--- config.mk ---
export PLATFORM = sky130hd
export DESIGN_NAME = mem_access_ctrl
export DESIGN_NICKNAME = d
export VERILOG_FILES = /design/src/rtl/mem_access_ctrl.sv
export SDC_FILE = /design/constraint.sdc
export NUM_CORES = 1
export LEC_CHECK = 0
export ABC_AREA = 1
export CAP_MARGIN = 20
export CORE_MARGIN = 2
export CORE_UTILIZATION = 40
export DETAILED_ROUTE_END_ITERATION = 7
export PLACE_DENSITY = 0.77
export SLEW_MARGIN = 30
export SYNTH_ARGS = -nofsm -noshare
export SYNTH_HDL_FRONTEND = slang
export SYNTH_SLANG_ARGS = --single-unit
--- constraint.sdc ---
create_clock -name clk -period 1.4 [get_ports clk]
set_clock_uncertainty 0.05 [all_clocks]
set_input_delay 0.21 -clock clk [delete_from_list [all_inputs] [get_ports clk]]
set_output_delay 0.21 -clock clk [all_outputs]
set_load 0.05 [all_outputs]
--- src/rtl/mem_access_ctrl.sv ---
// mem_access_ctrl
// ---------------
// Runs one memory transaction per accepted request, sitting right after the
// address bus mux. A request latches the selected address, store data and
// access type, raises exactly one memory strobe until the memory answers with
// mem_ready, returns the fetched instruction or load data in holding
// registers, and then pulses done for one cycle. Only one transaction can be
// outstanding at a time.
//
// Optional build macro: MEM_TIMEOUT_EN
//   When defined, an access that sees no mem_ready for TIMEOUT_CYCLES ACCESS
//   cycles is abandoned. done is still pulsed, err is raised with it, and the
//   data registers are left untouched. When undefined, ACCESS waits forever
//   and err is tied low.
//
// Ports:
//   clk, reset_n             rising-edge clock, asynchronous active-low reset
//   req_valid / req_ready    request handshake from/to the control unit
//   sel_add_bus              1 = data access (LDR/STR), 0 = instruction fetch
//   is_store                 1 = STR write (only meaningful for data access)
//   addr_in, wr_data         address and store data for the request
//   mem_addr, mem_wdata      address and write data presented to memory
//   mem_rd_en, mem_wr_en     mutually exclusive memory strobes
//   mem_rdata, mem_ready     read data and completion from memory
//   instr_out, load_data     last fetched instruction / last load result
//   done                     one-cycle completion pulse
//   err                      timeout flag, raised together with done

module mem_access_ctrl #(
    parameter int ADDR_W         = 16,
    parameter int DATA_W         = 32,
    parameter int TIMEOUT_CYCLES = 15
) (
    input  logic              clk,
    input  logic              reset_n,
    input  logic              req_valid,
    output logic              req_ready,
    input  logic              sel_add_bus,
    input  logic              is_store,
    input  logic [ADDR_W-1:0] addr_in,
    input  logic [DATA_W-1:0] wr_data,
    output logic [ADDR_W-1:0] mem_addr,
    output logic              mem_rd_en,
    output logic              mem_wr_en,
    output logic [DATA_W-1:0] mem_wdata,
    input  logic [DATA_W-1:0] mem_rdata,
    input  logic              mem_ready,
    output logic [DATA_W-1:0] instr_out,
    output logic [DATA_W-1:0] load_data,
    output logic              done,
    output logic              err
);

    // A zero or negative limit would make the timeout counter meaningless.
    if (TIMEOUT_CYCLES < 1) begin : g_bad_timeout
        $error("TIMEOUT_CYCLES must be at least 1");
    end

    typedef enum logic [1:0] {
        S_IDLE   = 2'd0,
        S_ACCESS = 2'd1,
        S_DONE   = 2'd2
    } state_t;

    state_t            state_q, state_d;
    logic [ADDR_W-1:0] addr_q,  addr_d;
    logic [DATA_W-1:0] wdata_q, wdata_d;
    logic              sel_q,   sel_d;
    logic              store_q, store_d;
    logic [DATA_W-1:0] instr_q, instr_d;
    logic [DATA_W-1:0] load_q,  load_d;
    logic              is_write;

`ifdef MEM_TIMEOUT_EN
    localparam int CNT_W = $clog2(TIMEOUT_CYCLES + 1);
    localparam logic [CNT_W-1:0] CNT_LAST = CNT_W'(TIMEOUT_CYCLES - 1);

    logic [CNT_W-1:0]  cnt_q, cnt_d;
    logic              err_q, err_d;
`endif

    // The access type is fixed at acceptance, so the strobe choice comes
    // purely from the latched request bits and cannot glitch on input changes.
    assign is_write  = sel_q & store_q;

    // Strobes decode straight from the state flop so an asynchronous reset
    // drops them at once, without waiting for a clock edge.
    assign mem_wr_en = (state_q == S_ACCESS) &  is_write;
    assign mem_rd_en = (state_q == S_ACCESS) & ~is_write;
    assign req_ready = (state_q == S_IDLE);
    assign done      = (state_q == S_DONE);
    assign mem_addr  = addr_q;
    assign mem_wdata = wdata_q;
    assign instr_out = instr_q;
    assign load_data = load_q;

`ifdef MEM_TIMEOUT_EN
    assign err = err_q;
`else
    assign err = 1'b0;
`endif

    // Next-state and register update logic. mem_ready is only looked at in
    // ACCESS, and a success in the same cycle the limit is reached wins over
    // the timeout.
    always_comb begin
        state_d = state_q;
        addr_d  = addr_q;
        wdata_d = wdata_q;
        sel_d   = sel_q;
        store_d = store_q;
        instr_d = instr_q;
        load_d  = load_q;
`ifdef MEM_TIMEOUT_EN
        cnt_d   = cnt_q;
        err_d   = err_q;
`endif
        case (state_q)
            S_IDLE: begin
                if (req_valid) begin
                    addr_d  = addr_in;
                    wdata_d = wr_data;
                    sel_d   = sel_add_bus;
                    store_d = is_store;
                    state_d = S_ACCESS;
`ifdef MEM_TIMEOUT_EN
                    cnt_d   = '0;
                    err_d   = 1'b0;
`endif
                end
            end
            S_ACCESS: begin
                if (mem_ready) begin
                    if (!sel_q) begin
                        instr_d = mem_rdata;
                    end else if (!store_q) begin
                        load_d = mem_rdata;
                    end
                    state_d = S_DONE;
                end
`ifdef MEM_TIMEOUT_EN
                else if (cnt_q == CNT_LAST) begin
                    err_d   = 1'b1;
                    state_d = S_DONE;
                end else begin
                    cnt_d = cnt_q + 1'b1;
                end
`endif
            end
            S_DONE: begin
                state_d = S_IDLE;
            end
            default: begin
                state_d = S_IDLE;
            end
        endcase
    end

    // State and datapath registers, all cleared by the asynchronous reset so
    // an interrupted transaction leaves nothing behind.
    always_ff @(posedge clk or negedge reset_n) begin
        if (!reset_n) begin
            state_q <= S_IDLE;
            addr_q  <= '0;
            wdata_q <= '0;
            sel_q   <= 1'b0;
            store_q <= 1'b0;
            instr_q <= '0;
            load_q  <= '0;
`ifdef MEM_TIMEOUT_EN
            cnt_q   <= '0;
            err_q   <= 1'b0;
`endif
        end else begin
            state_q <= state_d;
            addr_q  <= addr_d;
            wdata_q <= wdata_d;
            sel_q   <= sel_d;
            store_q <= store_d;
            instr_q <= instr_d;
            load_q  <= load_d;
`ifdef MEM_TIMEOUT_EN
            cnt_q   <= cnt_d;
            err_q   <= err_d;
`endif
        end
    end

endmodule
==> metrics.cfg <==
[outcome]
status = complete, but fails checks
violations = setup timing

[global_route]
grt_overflow_total = 0
grt_usage_pct = 25.0
grt_max_degree = 49
grt_pass1_vias = 4881
grt_pass1_wl_um = 24900
antenna_found_initial = 0

[synth]
synth_cell_type_count = 16
ys_warn_count = 0
avgSynthCellArea_um2 = 8.80
syn_nets = 630
synth.ff_latch_count = 116
synth_cells = 544
yosysSeqAreaShare_pct = 60.6
netlist_area_mm2 = 0.00479

[floorplan]
design.core.area_mm2 = 0.0116
dieArea_mm2 = 0.0129
pin_count = 203
die_width_um = 113
initial_utilization_pct = 41.4
die_h_um = 113
row_count = 39

[setup_path]
start_kind = flip-flop
cp_max_fo = 7
reg2reg_from = state_q[1]
crit_path_top_delay_cell = dfrtp_1
crit_path_start = state_q[1]
cp_data_required_time_ns = 1.71
critPathKind = flip-flop to flip-flop
critPathMaxStageDelay_ns = 0.43
worstPathArrival_ns = 1.92
crit_buf_inv = 5
path_cells = inv_2 > buf_4 > buf_4 > nand3_4 > nor2_4 > buf_6 > clkbuf_16 > nand2_1 > nand2_1
end_kind = flip-flop
cp_top_family = buffers and inverters

[detailed_routing]
drt_iter0_markers = 385
drt-wirelength-per-cell_um = 21.8
ant_nets = 0
detail_route.first_pass.iterations = 6
via_count = 5135
routed_wl_um = 20600
avgViaCountPerCell = 5.45
drc = 0

[placed_design]
dp_cells = 876
dpl_cell_area_mm2 = 0.00820
place.gp.congestion = 0.787
port-buffer-count = 201
hpwlAfterDp_um = 10700

[clock_tree]
clockBufferDepth = 2
htreeDepth = 4
cts-root-buf = clkbuf_16
cts_tree = yes
clock_sinks = 116
worstSkewPairLatency_ns = 0.41
cts.clk_slew.worst_paths_ns = 0.06
numCtsBuffers = 17

[min_path]
min_path_type = input pin to async pin

[final_layout]
finalNonFillerCells = 942
nets = 872
antennaDiodeCount = 0
fin_area_mm2 = 0.0101
drive_above_1_share_pct = 42.4
area_delta_synth_final_pct = 111

[timing]
finalMaxSlewViolations = 0
max_freq_ghz = 0.619
finalSetupViolations = 118
worst_slack_ns = -0.215
tightest_slew_ns = 0.555
timing.hold.ws_ns = 0.186
rsz0062_at_grt = yes
period_minus_slack_ns = 1.61
relSlewSlack_pct = 62.9
hold_viol_final = 0
period_share_pct = 115

[flow_run]
max_cap_viol_count = 0

[power_and_ir_drop]
p_leak_nw = 4.82
peakVddDrop_uv = 1580
report.power.total_mw = 29.1
powerDensity_mw_per_mm2 = 2880

## path summary, 6_finish.rpt
kind / endpoint / slack [ns] / cells past startpoint
worst max register to register: load_data[6] / -0.21 / 9
max in group asynchronous: sel_q / 0.57 / 3
worst min-delay path: instr_out[0] / 0.19 / 2
worst min register to register: instr_out[18] / 0.49 / 2
min in group clk: mem_wdata[28] / 0.31 / 3
worst max-delay path: load_data[6] / -0.21 / 9
## logic make-up (layout without fill, tap and decap cells)
kind of cell,Yosys count,after routing,synth area share (%)
AO/OA/AOI/OAI,34,34,5.23
buffers and inverters,72,326,6.46
flip-flops,116,116,60.6
other,1,1,0.0783
AND/OR/NAND/NOR,321,322,27.6
## layer usage
layer  track usage [%]  vias up  wire [µm]
met4              11.6        0        848
met5                 0        -          0
met3              9.14       72       1740
met1              27.9     2539       6940
met2              42.6      330      11000
li1                  -     2194          -
## area by class of cell
| cell class | instances | area [µm²] |
|---|---|---|
| clock inverters | 14 | 200 |
| fillers | 494 | 1480 |
| clock buffers | 18 | 439 |
| well taps | 143 | 179 |
| repair buffers | 257 | 3990 |
| multi-input cells | 357 | 2230 |
| flip-flops and latches | 116 | 2910 |
| inverters | 37 | 144 |
## placed cells by master (no fill, tap or decap), types with 2 or more instances in the layout
master / n
nand3_4: 2
buf_12: 126
clkdlybuf4s50_1: 84
nand2_1: 123
inv_1: 35
clkbuf_16: 27
nand2_8: 3
nand3_1: 71
buf_8: 4
buf_6: 12
dfrtp_2: 3
dfrtp_1: 113
nand3_2: 10
nand2_4: 43
nand2_2: 65
clkinv_4: 3
o21bai_1: 31
bufinv_16: 4
nor2_4: 3
nor2_2: 2
buf_4: 19
clkinvlp_4: 3
inv_6: 4
## metrics by stage
stage                     setup TNS [ns]  setup slack, ns  util (%)
final                             -11.68           -0.215      87.2
after global routing              -17.03           -0.274      87.2
after CTS                          -2.29           -0.188      77.5
after detailed placement           -7.03           -0.128      70.9
after global placement             -3.29          -0.0652      70.9
after floorplan                        0           0.0664         -
## repair_timing
action / CTS / global route
hold buffers: 1 / 0
buffers inserted: 6 / 8
pin swaps: 1 / 22
endpoints found under the setup margin: 4 / 118
gates cloned: 1 / 18
endpoints found under the hold margin: 116 / 0
gates resized for setup: 10 / 207
## state kept, by name, indices dropped and copies added, names as in the netlist
signal     flops
sel_q          1
state_q        2
load_data     32
mem_wdata     32
store_q        1
instr_out     32
mem_addr      16
## synth_stat cells
cell type	n	area (µm²)
nand2_1	233	875
inv_1	35	131
nand3_1	82	410
inv_2	2	7.51
o21bai_1	32	240
clkbuf_1	11	41.3
nor2_1	2	7.51
a21oi_1	1	5.00
buf_4	4	30.0
conb_1	1	3.75
nand3_2	1	10.0
buf_2	19	95.1
dfrtp_1	116	2900
o21ai_0	1	5.00
buf_1	1	3.75
nor2_2	3	18.8
## power by group
group | total (mW) | internal [mW] | switching, mW
combinational | 17.2 | 8.16 | 9.02
clock | 4.76 | 3.05 | 1.71
sequential | 7.12 | 4.87 | 2.24
total | 29.1 | 16.1 | 13.0
Power figures use the tool's default switching activity.
